## config.mk

```make
export PLATFORM = sky130hd
export DESIGN_NAME = comparator_4bit
export DESIGN_NICKNAME = d
export VERILOG_FILES = /design/src/rtl/comparator_4bit_pkg.sv /design/src/rtl/comparator_4bit_cmp_core.sv /design/src/rtl/comparator_4bit.sv
export SDC_FILE = /design/constraint.sdc
export NUM_CORES = 1
export LEC_CHECK = 0
export CAP_MARGIN = 20
export CELL_PAD_IN_SITES_DETAIL_PLACEMENT = 1
export CELL_PAD_IN_SITES_GLOBAL_PLACEMENT = 1
export CORE_MARGIN = 2
export CORE_UTILIZATION = 31
export DETAILED_ROUTE_END_ITERATION = 6
export GPL_TIMING_DRIVEN = 1
export HOLD_SLACK_MARGIN = 0.05
export PLACE_DENSITY_LB_ADDON = 0.1
export SLEW_MARGIN = 20
export SYNTH_ARGS = -nofsm -noshare
export SYNTH_HDL_FRONTEND = slang
export SYNTH_SLANG_ARGS = --single-unit
```

## constraint.sdc

```tcl
create_clock -name clk -period 1.86 [get_ports clk]
set_input_delay 0.372 -clock clk [delete_from_list [all_inputs] [get_ports clk]]
set_output_delay 0.372 -clock clk [all_outputs]
set_load 0.1 [all_outputs]
```

## src/rtl/comparator_4bit_pkg.sv

```systemverilog
// Shared constants and compare-result encoding
// for the 4-bit magnitude comparator.
package comparator_4bit_pkg;

  localparam int CMP_WIDTH = 4;

  typedef enum logic [2:0] {
    CMP_GT = 3'b100,
    CMP_LT = 3'b010,
    CMP_EQ = 3'b001
  } cmp_res_e;

endpackage

```

## src/rtl/comparator_4bit_cmp_core.sv

```systemverilog
// Combinational gt/lt/eq decode for two operands,
// unsigned or two's-complement.
module cmp_core
  import comparator_4bit_pkg::*;
#(
  parameter int WIDTH = CMP_WIDTH
) (
  input  logic [WIDTH-1:0] a,
  input  logic [WIDTH-1:0] b,
  input  logic             signed_mode,
  output cmp_res_e         res
);

  logic [WIDTH-1:0] a_k;
  logic [WIDTH-1:0] b_k;
  logic             eq;
  logic             lt;

  // Flipping the sign bit maps signed order onto unsigned order.
  always_comb begin
    a_k = a;
    b_k = b;
    if (signed_mode) begin
      a_k[WIDTH-1] = ~a[WIDTH-1];
      b_k[WIDTH-1] = ~b[WIDTH-1];
    end
  end

  assign eq = (a == b);
  assign lt = (a_k < b_k);

  always_comb begin
    res = CMP_GT;
    unique case (1'b1)
      eq:      res = CMP_EQ;
      lt:      res = CMP_LT;
      default: res = CMP_GT;
    endcase
  end

endmodule

```

## src/rtl/comparator_4bit.sv

```systemverilog
// Registered comparator: one-cycle latency flags
// plus max/min selection, result held between inputs.
module comparator_4bit
  import comparator_4bit_pkg::*;
#(
  parameter int WIDTH = CMP_WIDTH
) (
  input  logic             clk,
  input  logic             rst,
  input  logic [WIDTH-1:0] A,
  input  logic [WIDTH-1:0] B,
  input  logic             in_valid,
  input  logic             signed_mode,
  output logic             A_gt_B,
  output logic             A_lt_B,
  output logic             A_eq_B,
  output logic             out_valid,
  output logic [WIDTH-1:0] max_out,
  output logic [WIDTH-1:0] min_out
);

  cmp_res_e         res;
  logic [WIDTH-1:0] max_d;
  logic [WIDTH-1:0] min_d;

  cmp_core #(.WIDTH(WIDTH)) u_core (
    .a           (A),
    .b           (B),
    .signed_mode (signed_mode),
    .res         (res)
  );

  always_comb begin
    max_d = A;
    min_d = A;
    unique case (res)
      CMP_GT: begin
        max_d = A;
        min_d = B;
      end
      CMP_LT: begin
        max_d = B;
        min_d = A;
      end
      default: begin
        max_d = A;
        min_d = A;
      end
    endcase
  end

  always_ff @(posedge clk) begin
    if (rst) begin
      A_gt_B    <= 1'b0;
      A_lt_B    <= 1'b0;
      A_eq_B    <= 1'b0;
      out_valid <= 1'b0;
      max_out   <= '0;
      min_out   <= '0;
    end else begin
      out_valid <= in_valid;
      if (in_valid) begin
        A_gt_B  <= res[2];
        A_lt_B  <= res[1];
        A_eq_B  <= res[0];
        max_out <= max_d;
        min_out <= min_d;
      end
    end
  end

endmodule

```

* Word level (Yosys, flattened, before mapping)
Cells that the tools add are included.
** Storage, ports and cells
- Word-level logic and storage cells :: 17
- Bits in registers :: 12
- Input bits :: 12
- Output and inout port bits :: 12
** Operators by class
- Bitwise logic cells :: 2
- Muxes and demuxes :: 5
- Equality and inequality tests :: 3
- Order comparisons :: 1
** Operators by type and width (number)
- $mux W4 :: 2
- $pmux W3 S2 :: 1
- $eq A4 B4 Y1 :: 1
- $lt A4 B4 Y1 :: 1
- $eq A3 B2 Y1 const B :: 1
- $eq A3 B3 Y1 const B :: 1
- $mux W1 :: 2
- $not A1 Y1 :: 2

* Logic depth before layout (Yosys ltp)
- Depth in word-level cells :: 6
- Mapped depth :: 7
- Depth with buffers taken out :: 7

* By module
A second synthesis with hierarchy kept.
** Second synthesis, totals
- Cells, all modules :: 65
- Area, all modules :: 630.6 sq um
** Modules (own cells, without submodules)
- comparator_4bit :: cells an instance 48, instances 1, sequential area each 240.2 sq um, area an instance 506.7 sq um
- cmp_core :: cells an instance 17, instances 1, sequential area each 0.0 sq um, area an instance 123.9 sq um

* Least setup slack after synthesis
No wires, ideal clock.
- Kind :: input to register
- Start :: input port A[0]
- End :: register max_out[0]
- Stages on the path :: 7
- Required time :: 1.774 ns
- Slack :: 0.290 ns
- Library setup time :: 0.086 ns
- Arrival time :: 1.484 ns
- Path buffers :: 0
- Cell sequence :: inv_1 ha_1 nand2b_1 a21oi_1 o22ai_4 mux2i_1 a211oi_1
** On the way
- Cells in the longest elaborated chain, start to end :: 4
- Elaborated cells between the ends (all ways) :: 5
- Those cells by class :: order compare (1); eq/ne (2); mux (2)
** RTL lines
- from (decl) :: RTL line comparator_4bit.sv:10 : input logic [WIDTH-1:0] A,
- $lt A4 B4 Y1 or $eq A4 B4 Y1 (tied branches) :: RTL line comparator_4bit_cmp_core.sv:30, comparator_4bit_cmp_core.sv:29
- $pmux W3 S2 :: RTL line comparator_4bit_cmp_core.sv:34 : unique case (1'b1)
- $eq A3 B2 Y1 :: RTL line comparator_4bit.sv:36 : unique case (res)
- $mux W4 (*) :: RTL line comparator_4bit.sv:36
- to (signal assigned) :: RTL line comparator_4bit.sv:66 : max_out <= max_d;
- to (decl) :: RTL line comparator_4bit.sv:18 : output logic [WIDTH-1:0] max_out,
Mark *: on every way between the ends. The rest lies on a longest branch, timed or not.
A chain may end at the register's enable or synchronous reset.

* Final worst setup path
- Start :: input port B[1]
- End :: register min_out[0]
** On the way
- Cells in the longest elaborated chain, start to end :: 4
- Elaborated cells between the ends (all ways) :: 5
- Those cells by class :: order compare (1); eq/ne (2); mux (2)
** RTL lines
- from (decl) :: RTL line comparator_4bit.sv:11 : input logic [WIDTH-1:0] B,
- $lt A4 B4 Y1 or $eq A4 B4 Y1 (tied branches) :: RTL line comparator_4bit_cmp_core.sv:30, comparator_4bit_cmp_core.sv:29
- $pmux W3 S2 (*) :: RTL line comparator_4bit_cmp_core.sv:34
- $eq A3 B3 Y1 (*) :: RTL line comparator_4bit.sv:36
- $mux W4 (*) :: RTL line comparator_4bit.sv:36
- to (signal assigned) :: RTL line comparator_4bit.sv:67 : min_out <= min_d;
- to (decl) :: RTL line comparator_4bit.sv:19 : output logic [WIDTH-1:0] min_out
Marked as above.

==> metrics.txt <==
# TYPE chip_impl_metric gauge
chip_impl_info{name="run_status",value="finished clean"} 1
chip_impl_metric{name="yosysSeqAreaShare",unit="%"} 35.23
chip_impl_info{name="worst_setup_path_start_kind",value="input port"} 1
chip_impl_metric{name="synth_enable_flop_cells",unit=""} 0
chip_impl_metric{name="grt_max_degree",unit=""} 22
chip_impl_metric{name="clock_latency",unit="ns"} 0.27
chip_impl_metric{name="remaining_number_of_nets_flagged_by_the_antenna_check_after_routing",unit=""} 0
chip_impl_metric{name="synth_adder_area_share",unit="%"} 5.505
chip_impl_metric{name="flow.area_growth_from_synthesis",unit="%"} 80.37
chip_impl_info{name="synth.cells.most_frequent",value="12 x sky130_fd_sc_hd__dfxtp_1, 12 x sky130_fd_sc_hd__nor2_1, 6 x sky130_fd_sc_hd__mux2i_1"} 1
chip_impl_metric{name="cts_max_path_buffers",unit=""} 2
chip_impl_metric{name="ff2ff_setup_slack",unit="ns"} 1.03
chip_impl_metric{name="clock_tree.htree_level_count",unit=""} 1
chip_impl_metric{name="final_max_slew_viol_count",unit=""} 0
chip_impl_metric{name="synth_compound_area_share",unit="%"} 22.75
chip_impl_metric{name="timing.reg2reg.worst_path_depth",unit=""} 2
chip_impl_info{name="worst_r2r_endpoint",value="min_out[0]"} 1
chip_impl_metric{name="synth.top_cell.area_share",unit="%"} 35.23
chip_impl_metric{name="avgRoutedWirePerCell",unit="µm"} 14.65
chip_impl_metric{name="std_cell_rows",unit=""} 16
chip_impl_metric{name="cts_buffers",unit=""} 3
chip_impl_metric{name="seqCellArea",unit="µm²"} 240.2
chip_impl_metric{name="maximum_vdd_drop",unit="V"} 0.0004943
chip_impl_metric{name="critical_path_arrival",unit="ns"} 2.02
chip_impl_metric{name="avg_synthesized_cell_area",unit="µm²"} 8.972
chip_impl_info{name="hp-class",value="flop to flop"} 1
chip_impl_metric{name="drt_wl_total",unit="mm"} 2.037
chip_impl_metric{name="final_min_period_over_clock_period",unit="%"} 99.06
chip_impl_metric{name="dieHeight",unit="µm"} 50.90
chip_impl_metric{name="worstMarginPinSlew",unit="ns"} 0.5124
chip_impl_metric{name="numPortBuffers",unit=""} 23
chip_impl_info{name="tritoncts_clock_tree",value="done"} 1
chip_impl_metric{name="fill_cells",unit=""} 228
chip_impl_metric{name="grt_overflow",unit=""} 0
chip_impl_metric{name="ys_warn_count",unit=""} 0
chip_impl_metric{name="powerDensity",unit="nW/µm²"} 761.9
chip_impl_metric{name="antenna_found_initial",unit=""} 0
chip_impl_metric{name="max-cap-violations",unit=""} 0
chip_impl_info{name="synth_top_family_by_area",value="compound AO/OA/AOI/OAI gates"} 1
chip_impl_metric{name="synthesis.instances",unit=""} 76
chip_impl_metric{name="first_pass_grt_wire_length",unit="mm"} 3.415
chip_impl_info{name="synth.largest_area_cell",value="sky130_fd_sc_hd__dfxtp_1"} 1
chip_impl_metric{name="crit_fanout",unit=""} 4
chip_impl_metric{name="coreArea",unit="µm²"} 2022
chip_impl_metric{name="fin_nets",unit=""} 128
chip_impl_metric{name="cp.required",unit="ns"} 2.04
chip_impl_metric{name="async_reset_ff_share",unit="%"} 0
chip_impl_info{name="timing.critical_path.to_type",value="flop"} 1
chip_impl_metric{name="antenna-diode-count",unit=""} 0
chip_impl_metric{name="max_slew_headroom_at_the_worst_pin",unit="%"} 65.73
chip_impl_metric{name="synthMuxAreaShare",unit="%"} 8.807
chip_impl_info{name="cts-root-buf",value="sky130_fd_sc_hd__clkbuf_4"} 1
chip_impl_info{name="crit_path_end",value="min_out[0]"} 1
chip_impl_metric{name="fin_total_pwr",unit="µW"} 937.1
chip_impl_metric{name="placedInstanceArea",unit="µm²"} 1129
chip_impl_metric{name="first_global_vias",unit=""} 727
chip_impl_metric{name="synth_simple_gate_area_share",unit="%"} 20.92
chip_impl_info{name="timing.setup.critical_path_class",value="input port to flop"} 1
chip_impl_metric{name="globalplace.congestion",unit=""} 0.7646
chip_impl_metric{name="detailed_place_hpwl",unit="mm"} 1.430
chip_impl_metric{name="multi_input_gate_area",unit="µm²"} 461.7
chip_impl_metric{name="worst_setup_skew_after_layout",unit="ns"} 0
chip_impl_metric{name="layout-drive-gt1-share",unit="%"} 41.07
chip_impl_metric{name="synth_xor_xnor_area_share",unit="%"} 1.284
chip_impl_metric{name="drt_drc",unit=""} 0
chip_impl_metric{name="dr_total_vias",unit=""} 700
chip_impl_metric{name="netlist_area",unit="µm²"} 681.9
chip_impl_metric{name="p_leak",unit="µW"} 0.0005259
chip_impl_metric{name="dieWidth",unit="µm"} 50.90
chip_impl_metric{name="start_util",unit="%"} 33.73
chip_impl_metric{name="layout_min_cycle_time",unit="ns"} 1.843
chip_impl_metric{name="final_hold_viol_count",unit=""} 0
chip_impl_metric{name="max_freq",unit="MHz"} 542.7
chip_impl_metric{name="tritoncts_num_sinks",unit=""} 12
chip_impl_metric{name="io_pins",unit=""} 24
chip_impl_metric{name="clock_slew_seen_by_the_registers_of_the_worst_setup_and_hold_paths",unit="ns"} 0.09
chip_impl_metric{name="synth_seq_cells",unit=""} 12
chip_impl_info{name="rr_startpoint",value="min_out[0]"} 1
chip_impl_info{name="cells_taking_the_most_area_after_synthesis",value="sky130_fd_sc_hd__dfxtp_1 35%, sky130_fd_sc_hd__mux2i_1 8.8%, sky130_fd_sc_hd__nor2_1 6.6%"} 1
chip_impl_metric{name="drt_iter0_drc",unit=""} 8
chip_impl_metric{name="synth.net_count",unit=""} 91
chip_impl_metric{name="die_area",unit="µm²"} 2591
chip_impl_metric{name="postLayoutCellArea",unit="µm²"} 1230
chip_impl_metric{name="hold_ws",unit="ns"} 0.5320
chip_impl_metric{name="detailedRoute.firstPassIterationCount",unit=""} 3
chip_impl_info{name="ys.flop_type",value="sky130_fd_sc_hd__dfxtp_1"} 1
chip_impl_info{name="timing.critical_path.from",value="B[1]"} 1
chip_impl_metric{name="drt-vias-per-instance",unit=""} 5.036
chip_impl_metric{name="final_setup_viols",unit=""} 0
chip_impl_metric{name="yosysUniqueCellTypes",unit=""} 26
chip_impl_metric{name="gr-usage-all-layers",unit="%"} 17.29
## cells by family after synthesis
kind of cell | count (synthesis)
simple gates | 27
compound gates | 19
flops | 12
buf+inv | 8
mux | 6
fa+ha+maj | 3
xor+xnor | 1
## final cells by class
type	instances	area share (%)
Multi-Input combinational cell	56	37.54
Tap cell	27	2.747
Inverter	4	1.221
Sequential cell	12	19.53
Clock buffer	4	2.950
Timing Repair Buffer	36	36.01
## power by group
group	leakage [µW]	switching (µW)	internal, µW	total (µW)
clock network	0.0000210	98.1	119	217
registers	0.0000994	19.5	277	296
logic	0.000405	247	177	424
total	0.000526	364	573	937
## cells in the final DEF, fill, tap and decap left out, types with 2 or more instances in the layout
| cell | netlist | final |
|---|---|---|
| sky130_fd_sc_hd__dfxtp_1 | 12 | 12 |
| sky130_fd_sc_hd__buf_4 | 0 | 14 |
| sky130_fd_sc_hd__ha_2 | 0 | 2 |
| sky130_fd_sc_hd__clkbuf_4 | 0 | 3 |
| sky130_fd_sc_hd__buf_12 | 0 | 11 |
| sky130_fd_sc_hd__nor2b_1 | 2 | 2 |
| sky130_fd_sc_hd__nor2_1 | 12 | 11 |
| sky130_fd_sc_hd__clkdlybuf4s50_1 | 0 | 8 |
| sky130_fd_sc_hd__a311oi_1 | 4 | 4 |
| sky130_fd_sc_hd__nand2_1 | 2 | 2 |
| sky130_fd_sc_hd__mux2i_1 | 6 | 5 |
| sky130_fd_sc_hd__o21ai_0 | 2 | 2 |
| sky130_fd_sc_hd__inv_1 | 4 | 4 |
| sky130_fd_sc_hd__nand3_1 | 4 | 4 |
| sky130_fd_sc_hd__o21ai_1 | 3 | 3 |
| sky130_fd_sc_hd__a211oi_2 | 0 | 2 |
| sky130_fd_sc_hd__dlymetal6s2s_1 | 0 | 3 |
## layer usage
layer | global-route usage, % | vias to the layer above | part of all wire, %
li1 | - | 346 | -
met1 | 20.29 | 332 | 43
met2 | 32.25 | 18 | 52
met3 | 3.801 | 4 | 4.3
met4 | 2.703 | 0 | 1.0
met5 | 0 | - | 0
## worst min path at each step
| stage | cells after the start | slack (ns) | from | end |
|---|---|---|---|---|
| 6_report | 2 | 0.53 | min_out[3] | min_out[3] |
| 5_1_grt | 2 | 0.56 | A_gt_B | A_gt_B |
| 4_1_cts | 2 | 0.53 | min_out[3] | min_out[3] |
| 3_5_place_dp | 2 | 0.52 | min_out[3] | min_out[3] |
| 3_3_place_gp | 2 | 0.50 | A_gt_B | A_gt_B |
| 2_1_floorplan | 1 | 0.44 | rst | out_valid |
## worst max-delay path, cell delays in order
cell                              delay, ns
sky130_fd_sc_hd__clkdlybuf4s50_1       0.49
sky130_fd_sc_hd__inv_1                 0.06
sky130_fd_sc_hd__ha_2                  0.38
sky130_fd_sc_hd__a21oi_2               0.09
sky130_fd_sc_hd__o22ai_2               0.19
sky130_fd_sc_hd__nand3_1               0.13
sky130_fd_sc_hd__a311oi_1              0.31
## stage by stage
step / util (%) / cells / TNS (ns) / setup WS, ns
global route: 60.83 / 139 / -0.07079 / -0.05539
CTS: 58.73 / 139 / 0 / 0.01041
floorplan: - / 76 / 0 / 0.2905
detailed placement: 55.82 / 135 / -2.261 / -0.3445
global placement: 55.82 / 135 / -1.788 / -0.3082
finish: 60.83 / 139 / 0 / 0.01746
## state kept, by name, summed over array words and instances (netlist names)
register   cells
max_out        4
min_out        4
A_lt_B         1
out_valid      1
A_eq_B         1
A_gt_B         1
## what timing repair did
action	in CTS	in global routing
gates resized for setup	4	11
buffers inserted	0	0
setup endpoints to repair	3	7
endpoints found under the hold margin	0	0
hold buffers	0	0
pin swaps	3	7
Note: power is estimated with default switching activity, not from simulation.
==> edit, RTL diff (config.mk and constraints unchanged) <==
Make the reset (`rst`) asynchronous in one clocked block.
--- a/src/rtl/comparator_4bit.sv
+++ b/src/rtl/comparator_4bit.sv
@@ -49,7 +49,7 @@
     endcase
   end
 
-  always_ff @(posedge clk) begin
+  always_ff @(posedge clk or posedge rst) begin
     if (rst) begin
       A_gt_B    <= 1'b0;
       A_lt_B    <= 1'b0;
Formal check against the unedited RTL: differs if rst is asserted again (counterexample within 4 cycles, from zero or initial values and one cycle with rst high); with rst held inactive, the same outputs for 10 cycles.
==> edit against the original RTL <==
  * Die area is 0.33% lower
  * Sequential cell count unchanged
  * Power rose by 20%
  * First-iteration DRC count is 38% lower
  * Register-to-register slack gained 40 ps
  * Clock power fell by 4%
  * Setup slack better by 48 ps
  * Maximum frequency up 2.7%
  * Design area up 1.7%
  * Cell count fell by 2.9%
  * Synthesized area shrank 0.37%
  * Wire length down 7.1%
==> edit: results (changes against the original RTL) <==
Run status
  – Outcome: finished, final reports clean

Placement
  – Port-buffer cells: 23 (unchanged)
  – Area post-placement: 1150 µm² (+1.8%)
  – Post-DP HPWL: 1530 µm (+6.9%)
  – Placer Congestion: 0.763 (-0.16%)

Clock network
  – CTS H-Tree Depth: 1 (unchanged)
  – Postcts setup bufs: 0 (unchanged)
  – Clk_lat worst skew: 270 ps (about the same)
  – CTS clk-pin slew, worst paths: 80 ps
  – Clock Tree Buf Depth: 2 (unchanged)
  – Total CTS buffers: 3 (unchanged)
  – CTS Root Cell: clkbuf_4

STA
  – Worst Hold Slack: 392 ps (-140 ps)
  – Worst Skew: 0 ps (unchanged)
  – Worst-Margin Slew: 466 ps (-46.7 ps)

Yosys
  – Register area share after synthesis: 44.2% (+9.0 points)
  – Synth warn: 0 (unchanged)
  – Synth unique cells: 20 (-23%)
  – Largest cells by area after synthesis: dfrtp_1 (44%), mux2_2 (8.3%), a21oi_1 (6.6%)
  – Post-synth top cells: dfrtp_1 (12), nor2_1 (11), a21oi_1 (9)
  – Async SR Flop Fraction: 100% (+100 points)
  – Mapped Nets: 84 (-7.7%)

Global route
  – Antenna violations before repair: 0 (unchanged)
  – Vias in the first global route: 731 (+0.55%)
  – All-Layer GR Usage: 16.5% (-0.79 points)
  – First-pass GRT wire length: 3100 µm (-9.3%)
  – Largest net degree at the start of global routing: 13 (-41%)

Worst setup path
  – Beginning of the critical path: A[3]
  – CP Max Fanout: 8 (+4)
  – Reg2Reg Setup Slack: 1070 ps (+40 ps)
  – Reg-to-Reg Start: min_out[3]
  – Worst reg-to-reg path cell count: 1 (-1)
  – R2r endpoint: min_out[3]
  – Arr. time, crit path: 2000 ps (-20 ps)

Drt
  – Met2 wire length: 931 µm (-12%)
  – Met1 Wirelength: 865 µm (-0.12%)
  – Length of routed met3 wiring: 61 µm (-31%)
  – Routed Wire Length: 1890 µm (-7.1%)
  – Top layer reached by signal wires: met4
  – Initial DRC count: 5 (-3)
  – DR vias: 643 (-8.1%)
  – Initial DRT Pass Iterations: 3 (unchanged)

Cells and area
  – Top flop regs: max_out: 4 flops, min_out: 4 flops
  – Final nets: 124 (-3.1%)
  – Fillcell total: 206 (-9.6%)
  – Ant. Diodes: 0 (unchanged)
  – Share of layout cells above drive strength 1: 47.2% (+6.2 points)

Floorplanning
  – Starting density of the core: 33.6% (-0.12 points)

Hold path
  – Min-Delay Path Class: primary input to asynchronous set/reset pin

Power and ir drop
  – Clk power: 0.208 mW (-4%)
  – Cell Int Power: 0.643 mW (+12%)
  – Leak: 0.584 nW (+11%)
  – Clock group share of total power: 18.6% (-4.6 points)
  – Comb power: 0.583 mW (+37%)
  – Peak supply drop: 564 µV (+14%)
==> edit: changes by cell type after synthesis, moves of 4 or more <==
cell      change
dfrtp_1      +12
mux2_2        +5
a311oi_1      -4
dfxtp_1      -12
nand3_1       -4
a21oi_1       +6
==> edit: through the flow <==
step                      worst slack [ps]  util (%)  instances
after floorplan                        345         -         69
after global placement                -349      56.8        131
after detailed placement              -358      56.8        131
after CTS                             9.07      58.9        135
after global routing                  13.4      61.9        135
final                                 65.0      61.9        135
==> edit: cell type report <==
type                       instances  area share (%)
timing repair buffer              37            36.0
inverter                           6            1.80
sequential                        12            24.0
multi-input combinational         49            32.6
clock buffer                       4            2.90
tap                               27            2.70
==> edit: cell families (layout without fill, tap and decap cells) <==
group / Yosys count / after routing / share of synthesized area [%]
DFF: 12 / 12 / 44.2
and+or+nand+nor: 19 / 19 / 13.8
adders and majority gates: 3 / 3 / 5.53
muxes: 9 / 9 / 14.2
AOI/OAI and AO/OA: 18 / 18 / 17.9
buffers and inverters: 8 / 47 / 4.42
==> edit: layer usage <==
layer	up-vias	global-route usage, %
li1	317	-
met2	16	28.7
met4	0	9.46
met3	5	2.92
met1	305	19.0
met5	-	0
==> edit: what timing repair did <==
item,in CTS,in global routing
pin swaps,2,6
gates resized for setup,2,15
setup endpoints to repair,3,8
==> edit: critical path: stages <==
cell and delay (ps):
clkdlybuf4s50_1 570, mux2i_1 120, and2_4 180, o22a_4 260, o31a_1 340, a21oi_2 140
==> edit: worst max path at each step <==
stage	to	slack, ps
floorplan	A_gt_B	350
global placement	A_gt_B	-350
detailed placement	A_gt_B	-360
CTS	min_out[0]	9
global route	min_out[0]	10
finish	min_out[0]	70
